<file path="config.mk">
export PLATFORM = sky130hd
export DESIGN_NAME = mole_spawner
export DESIGN_NICKNAME = d
export VERILOG_FILES = /design/src/rtl/wam_pkg.sv /design/src/rtl/wam_lfsr.sv /design/src/rtl/mole_spawner.sv
export SDC_FILE = /design/constraint.sdc
export NUM_CORES = 1
export LEC_CHECK = 0
export ABC_AREA = 1
export CAP_MARGIN = 20
export CORE_MARGIN = 2
export CORE_UTILIZATION = 49
export DETAILED_ROUTE_END_ITERATION = 8
export PLACE_DENSITY = 0.74
export SLEW_MARGIN = 40
export SYNTH_ARGS = -nofsm -noshare
export SYNTH_HDL_FRONTEND = slang
export SYNTH_SLANG_ARGS = --single-unit
export TNS_END_PERCENT = 20
</file>
<file path="constraint.sdc">
create_clock -name clk -period 1.75 [get_ports clk]
set_clock_uncertainty 0.2 [all_clocks]
set_input_delay 0.35 -clock clk [delete_from_list [all_inputs] [get_ports clk]]
set_output_delay 0.35 -clock clk [all_outputs]
set_load 0.01 [all_outputs]
</file>
<file path="src/rtl/wam_pkg.sv">
// Shared types and constants for the whack-a-mole spawner path.
package wam_pkg;

  typedef enum logic [1:0] {
    ST_IDLE,
    ST_GAP,
    ST_PICK,
    ST_UP
  } state_e;

  localparam logic [1:0] COL_NONE = 2'd3;

  // Galois right-shift taps for x^16 + x^14 + x^13 + x^11 + 1 (maximal length).
  localparam logic [15:0] LFSR_TAPS_16 = 16'hB400;

endpackage

</file>
<file path="src/rtl/wam_lfsr.sv">
// Free-running Galois LFSR; reloads SEED on synchronous reset, otherwise steps every cycle.
module wam_lfsr #(
  parameter int unsigned      WIDTH = 16,
  parameter logic [WIDTH-1:0] SEED  = 16'hACE1,
  parameter logic [WIDTH-1:0] TAPS  = 16'hB400
) (
  input  logic             clk,
  input  logic             reset,
  output logic [WIDTH-1:0] q
);

  always_ff @(posedge clk) begin
    if (reset) begin
      q <= SEED;
    end else if (q[0]) begin
      q <= (q >> 1) ^ TAPS;
    end else begin
      q <= q >> 1;
    end
  end

endmodule

</file>
<file path="src/rtl/mole_spawner.sv">
// Picks a random column, holds it for up_ticks game ticks or until hit, then waits a gap.
// Optional macro MOLE_NO_REPEAT_EN: never spawn the same column twice in a row.
module mole_spawner
  import wam_pkg::*;
#(
  parameter int unsigned           LFSR_WIDTH = 16,
  parameter logic [LFSR_WIDTH-1:0] SEED       = 16'hACE1,
  parameter int unsigned           GAP_TICKS  = 4
) (
  input  logic       clk,
  input  logic       reset,
  input  logic       enable,
  input  logic       tick,
  input  logic [7:0] up_ticks,
  input  logic       hit,
  output logic [1:0] col_idx,
  output logic       mole_active,
  output logic       spawn,
  output logic       hit_ack,
  output logic       miss
);

  localparam logic [7:0] gap_cnt = 8'(GAP_TICKS);

  logic [LFSR_WIDTH-1:0] lfsr;
  logic                  unused_lfsr;
  logic [1:0]            cand;
  logic                  accept;

  state_e     state_q, state_d;
  logic [7:0] cnt_q, cnt_d;
  logic [1:0] col_q, col_d;
  logic       active_q, active_d;
  logic       spawn_q, spawn_d;
  logic       hit_ack_q, hit_ack_d;
  logic       miss_q, miss_d;
  logic       expire;

  wam_lfsr #(
    .WIDTH(LFSR_WIDTH),
    .SEED (SEED),
    .TAPS (LFSR_WIDTH'(LFSR_TAPS_16))
  ) u_lfsr (
    .clk  (clk),
    .reset(reset),
    .q    (lfsr)
  );

  assign cand        = lfsr[1:0];
  assign unused_lfsr = ^lfsr[LFSR_WIDTH-1:2];
  assign expire      = tick && (cnt_q == 8'd1);

`ifdef MOLE_NO_REPEAT_EN
  logic [1:0] prev_col_q;

  assign accept = (cand != COL_NONE) && (cand != prev_col_q);

  always_ff @(posedge clk) begin
    if (reset) begin
      prev_col_q <= COL_NONE;
    end else if (spawn_d) begin
      prev_col_q <= cand;
    end
  end
`else
  assign accept = (cand != COL_NONE);
`endif

  always_ff @(posedge clk) begin
    if (reset) begin
      state_q   <= ST_IDLE;
      cnt_q     <= 8'd0;
      col_q     <= COL_NONE;
      active_q  <= 1'b0;
      spawn_q   <= 1'b0;
      hit_ack_q <= 1'b0;
      miss_q    <= 1'b0;
    end else begin
      state_q   <= state_d;
      cnt_q     <= cnt_d;
      col_q     <= col_d;
      active_q  <= active_d;
      spawn_q   <= spawn_d;
      hit_ack_q <= hit_ack_d;
      miss_q    <= miss_d;
    end
  end

  always_comb begin
    state_d = state_q;
    cnt_d   = cnt_q;
    if (!enable) begin
      state_d = ST_IDLE;
    end else begin
      unique case (state_q)
        ST_IDLE: begin
          state_d = ST_GAP;
          cnt_d   = gap_cnt;
        end
        ST_GAP: begin
          if (tick) begin
            cnt_d = cnt_q - 8'd1;
            if (cnt_q == 8'd1) state_d = ST_PICK;
          end
        end
        ST_PICK: begin
          if (accept) begin
            state_d = ST_UP;
            cnt_d   = (up_ticks == 8'd0) ? 8'd1 : up_ticks;
          end
        end
        ST_UP: begin
          // Hit takes precedence over an expiring tick in the same cycle.
          if (hit || expire) begin
            state_d = ST_GAP;
            cnt_d   = gap_cnt;
          end else if (tick) begin
            cnt_d = cnt_q - 8'd1;
          end
        end
        default: state_d = ST_IDLE;
      endcase
    end
  end

  always_comb begin
    col_d     = col_q;
    active_d  = active_q;
    spawn_d   = 1'b0;
    hit_ack_d = 1'b0;
    miss_d    = 1'b0;
    if (!enable) begin
      col_d    = COL_NONE;
      active_d = 1'b0;
    end else begin
      case (state_q)
        ST_PICK: begin
          if (accept) begin
            col_d    = cand;
            active_d = 1'b1;
            spawn_d  = 1'b1;
          end
        end
        ST_UP: begin
          if (hit || expire) begin
            hit_ack_d = hit;
            miss_d    = !hit;
            col_d     = COL_NONE;
            active_d  = 1'b0;
          end
        end
        default: ;
      endcase
    end
  end

  assign col_idx     = col_q;
  assign mole_active = active_q;
  assign spawn       = spawn_q;
  assign hit_ack     = hit_ack_q;
  assign miss        = miss_q;

endmodule

</file>
Word-level counts from Yosys, hierarchy flattened
Index checks and enable logic that the tools add are counted.
W data, S select, Z words.
Operators by class
  $add $sub $neg: 1
  equality and inequality tests: 9
  mux-type cells: 18
  bitwise gates (word level): 5
  reduce and logical (&&, ||, !) cells: 12
Operator list (count)
  $mux W8: 4
  $pmux W8 S4: 1
  $mux W16: 1
  $mux W2: 6
  $ne A2 B2 Y1 const B: 5
  $eq A8 B1 Y1 const B: 1
  $logic_not A8 Y1: 1
  $pmux W2 S4: 1
  $sub A8 B1 Y8 const B: 1
  $eq A2 B2 Y1 const B: 2
  $not A1 Y1: 4
  $not A3 Y4: 1
  $pmux W2 S2: 1
  $reduce_and A4 Y1: 1
  $reduce_or A4 Y1: 1
  $mux W1: 3
  $reduce_and A3 Y1: 1
  $reduce_or A3 Y1: 1
  $eq A2 B1 Y1 const B: 1
  $logic_not A2 Y1: 1
  $pmux W1 S2: 1
  $reduce_and A2 Y1: 1
  $reduce_bool A2 Y1: 1
  $reduce_or A2 Y1: 1
  other kinds (3): 3
Storage, ports and cells
  flip-flop bits (word level): 32
  input port bits: 13
  output and inout bits: 6
  logic and storage cells: 53

Logic depth before layout (Yosys ltp)
  word-level depth: 5
  mapped depth: 11
  depth with buffers taken out: 11

Cells and area by module
From an unflattened synthesis, not the netlist that was laid out.
Unflattened totals
  cell total of the unflattened synthesis: 212
  area, all modules: 1617.8 µm²
By module, submodules not included
  mole_spawner: instances 1, cells each 161, area each 1143.6 µm², seq. area each 320.3 µm²
  wam_lfsr: instances 1, cells each 51, area each 474.2 µm², seq. area each 320.3 µm²

Worst setup path after synthesis
Ideal clock, no wire load.
  path type: reg2reg
  start point: reg state_q[0]
  end point: reg col_q[0], in the netlist col_idx[0]
  setup time: 118 ps
  arrival time: 1338 ps
  required time: 1432 ps
  slack: 94 ps
  cell stages (with the launch flop): 9
  buffers on the path: 1
  clock period less this slack: 1656 ps
  path through: dfxtp_1 -> inv_1 -> ha_1 -> buf_4 -> or2_2 -> nand3_2 -> inv_1 -> o22ai_1 -> nand2_1
Between the ends
  longest elaborated chain between the ends: 3
  elaborated cells between the ends (all ways): 7
  those cells by class: eq/ne: 4; mux: 1; reduce/logical: 2
Ends and longest elaborated chain
  start: declaration: RTL line mole_spawner.sv:30  | state_e state_q, state_d;
  start signal: assignment: RTL line mole_spawner.sv:79  | state_q <= state_d;
  $eq A2 B2 Y1: RTL line mole_spawner.sv:136  | case (state_q)
  $ne A2 B2 Y1 (no source line) or $reduce_bool A2 Y1 (tied branches)
  $reduce_and A3 Y1 (no source line)
  end signal: assignment: RTL line mole_spawner.sv:81  | col_q <= col_d;
  end: declaration: RTL line mole_spawner.sv:32  | logic [1:0] col_q, col_d;
Parallel ways exist; a longest one is shown, timed or not.
A chain may end at the register's enable or synchronous reset.

Worst setup path after layout
  start point: reg cnt_q[0]
  end point: reg cnt_q[4]
Between the ends
  longest elaborated chain between the ends: 5
  elaborated cells between the ends (all ways): 7
  those cells by class: add/sub: 1; eq/ne: 1; mux: 3; reduce/logical: 2
Ends and longest elaborated chain
  start: declaration: RTL line mole_spawner.sv:31  | logic [7:0] cnt_q, cnt_d;
  start signal: assignment: RTL line mole_spawner.sv:80  | cnt_q <= cnt_d;
  branches (longest 4 deep; another with $sub A8 B1 Y8)
  $pmux W8 S4 *: RTL line mole_spawner.sv:95  | unique case (state_q)
Every way passes the cells marked *.

==> flow_metrics.env <==
export IMPL_portBuffers=18
export IMPL_die_area_sq_um=3670
export IMPL_r2r_start="cnt_q[0]"
export IMPL_cts_tree="done"
export IMPL_antenna_found_initial=0
export IMPL_r2r_end="cnt_q[4]"
export IMPL_core_area_sq_um=3050
export IMPL_vias=1276
export IMPL_outcome="finished, final reports clean"
export IMPL_post_synth_top_area_cell="dfxtp_1"
export IMPL_startpoint="cnt_q[0]"
export IMPL_postSynthAreaPerCell_sq_um=7.73
export IMPL_p_total_mw=1.56
export IMPL_tightest_slew_ps=331
export IMPL_path_clk_slew_ps=110
export IMPL_worst_ep_required_time_ps=1840
export IMPL_gp_congestion=0.822
export IMPL_worstPathMaxFanout=4
export IMPL_r2r_slack_ps=120
export IMPL_crit_chain="inv_1 -> ha_1 -> nand2_2 -> inv_1 -> nand3_1 -> xor2_1 -> nand2_1 -> nand2_1 -> nand2_1 -> a21oi_2"
export IMPL_cpLargestDelayFamily="flip-flops"
export IMPL_layout_nets=254
export IMPL_num_rows=20
export IMPL_cts_root_buffer_cell="clkbuf_4"
export IMPL_setup_tns_final_ps=0
export IMPL_synth_area_leaders="dfxtp_1 (41%), nand2_1 (14%), ha_1 (5.6%), inv_1 (5.5%), a21oi_2 (3.9%)"
export IMPL_min_from="u_lfsr.q[15]"
export IMPL_ys_warn_count=0
export IMPL_post_synth_top_count_cell="nand2_1"
export IMPL_die_w_um=60.6
export IMPL_ioPinCount=19
export IMPL_diodes=0
export IMPL_first_pass_iters=4
export IMPL_synth_edf_count=0
export IMPL_crit_buf_inv=2
export IMPL_yosysSeqAreaShare_pct=40.8
export IMPL_p_per_area_nw_per_um2=798
export IMPL_via_per_inst=4.57
export IMPL_clock_sinks=32
export IMPL_rsz0062_at_grt="false"
export IMPL_fp_dieH_um=60.6
export IMPL_p_leak_nw=0.949
export IMPL_netlist_area_sq_um=1570
export IMPL_drive_above_1_share_pct=23.0
export IMPL_async_flop_share_pct=0
export IMPL_holdPathEnd="u_lfsr.q[14]"
export IMPL_syn_num_nets=223
export IMPL_design_area_sq_um=1960
export IMPL_clock_path_buffers=2
export IMPL_critical_path_slowest_cell="dfxtp_1"
export IMPL_synthCells=203
export IMPL_relSlewSlack_pct=77.9
export IMPL_synth_commonest_cells="nand2_1 (59), dfxtp_1 (32), inv_1 (23), nor2_1 (16)"
export IMPL_wire_per_inst_um=10.4
export IMPL_drtAntennaViolNets=0
export IMPL_fin_crit_ps=1630
export IMPL_insertion_delay_ps=340
export IMPL_synth_seq_cells=32
export IMPL_path_common_cell="nand2_1"
export IMPL_place_area_sq_um=1860
export IMPL_drv_slew=0
export IMPL_grt_first_pass_wirelength_mm=5.02
export IMPL_area_growth_pct=24.6
export IMPL_cp_arrival_ps=1710
export IMPL_max_cap_violations=0
export IMPL_track_usage_pct=18.9
export IMPL_hpwl_mm=2.13
export IMPL_startpoint_type="flop"
export IMPL_grt_max_degree=12
export IMPL_drt_wl_total_mm=2.90
export IMPL_initial_utilization_pct=51.4
export IMPL_rr_worst_depth=10
export IMPL_ys_types=30
export IMPL_peakVddDrop_uv=453
export IMPL_max_freq_mhz=615
export IMPL_cp_end_kind="flop"
export IMPL_htree_levels=2
export IMPL_hold_class="flop to flop"
export IMPL_synth_ff_type="dfxtp_1"
export IMPL_setup_viol=0
export IMPL_hold_violations=0
export IMPL_critPathMaxStageDelay_ps=410
export IMPL_min_path_cells=2
export IMPL_grt_pass1_vias=1168
export IMPL_numCtsBuffers=5
export IMPL_overflow=0
export IMPL_fin_crit_sh_pct=92.9
export IMPL_path_class="flop to flop"
export IMPL_initialDrtViolationCount=26
export IMPL_route_detailed_drc=0
export IMPL_synth_top_area_share_pct=40.8
==> tightest hold or removal path, stage by stage (launching register included) <==
cell and delay, ps:
dfxtp_1 310, inv_1 40, nor2_1 30
==> what timing repair did <==
item,in CTS,in global routing
buffers inserted,0,0
hold buffers,0,0
gates cloned,0,0
endpoints found under the setup margin,3,12
pin swaps,0,1
resized for setup,3,7
==> placed cells by master (no fill, tap or decap), types with 3 or more instances in the layout <==
| master | instances |
|---|---|
| dfxtp_1 | 30 |
| dlymetal6s2s_1 | 4 |
| nand2_2 | 3 |
| dlygate4sd2_1 | 3 |
| a21oi_2 | 7 |
| nor2_1 | 16 |
| clkdlybuf4s50_1 | 11 |
| buf_4 | 9 |
| nand2_4 | 4 |
| xor2_1 | 4 |
| inv_1 | 23 |
| nand3_2 | 3 |
| nand2_1 | 59 |
| a21oi_1 | 6 |
| ha_1 | 6 |
| clkbuf_4 | 5 |
| nand3_1 | 4 |
| or2_2 | 6 |
| o21ai_0 | 5 |
| inv_2 | 5 |
==> routing by layer <==
metal | up-vias | global-route usage, % | wire (um)
met5 | - | 0 | 0
li1 | 688 | - | -
met3 | 6 | 6.40 | 125
met1 | 559 | 23.8 | 1430
met2 | 23 | 28.9 | 1280
met4 | 0 | 9.63 | 69
==> power by group <==
group          internal [mW]  switching (mW)
clock network          0.298           0.263
logic                  0.103           0.118
registers              0.762          0.0165
total                   1.16           0.397
==> state kept, by name (all words and copies together) (netlist names) <==
| signal | flops |
|---|---|
| u_lfsr.q | 16 |
| cnt_q | 8 |
| col_idx | 2 |
| state_q | 2 |
| hit_ack | 1 |
| miss | 1 |
| mole_active | 1 |
| spawn | 1 |
==> worst max path at each step <==
stage                 end  slack (ps)  cells past startpoint
3_5_place_dp     cnt_q[1]        -250                     10
6_report         cnt_q[4]         120                     10
2_1_floorplan  col_idx[0]          90                      8
3_3_place_gp     cnt_q[0]        -210                     10
4_1_cts             spawn           6                      1
5_1_grt          cnt_q[4]           3                     10
==> cells by family (layout without fill, tap and decap cells) <==
| family | Yosys count | count (layout) | synth area share [%] |
|---|---|---|---|
| simple gates | 104 | 104 | 32.5 |
| compound gates | 23 | 23 | 9.89 |
| buf+inv | 32 | 64 | 8.45 |
| flops | 32 | 32 | 40.8 |
| fa+ha+maj | 7 | 7 | 5.58 |
| xor+xnor | 5 | 5 | 2.79 |
==> through the flow <==
| stage | utilization (%) | hold WS (ps) | std cells | setup slack, ps |
|---|---|---|---|---|
| 2_1_floorplan | - | 188 | 203 | 93.6 |
| 3_3_place_gp | 61.1 | 189 | 271 | -212 |
| 3_5_place_dp | 61.1 | 196 | 271 | -248 |
| 4_1_cts | 63.6 | 204 | 279 | 5.75 |
| 5_1_grt | 64.1 | 229 | 279 | 2.91 |
| 6_report | 64.1 | 206 | 279 | 125 |
==> layout make-up <==
class / count / area [sq um]
Sequential cell: 32 / 643
Clock buffer: 5 / 37.5
Inverter: 28 / 105
Timing Repair Buffer: 28 / 274
Multi-Input combinational cell: 139 / 798
Clock inverter: 3 / 42.5
Tap cell: 44 / 55.1
Fill cell: 271 / 1100
Note: power is estimated with default switching activity, not from simulation.
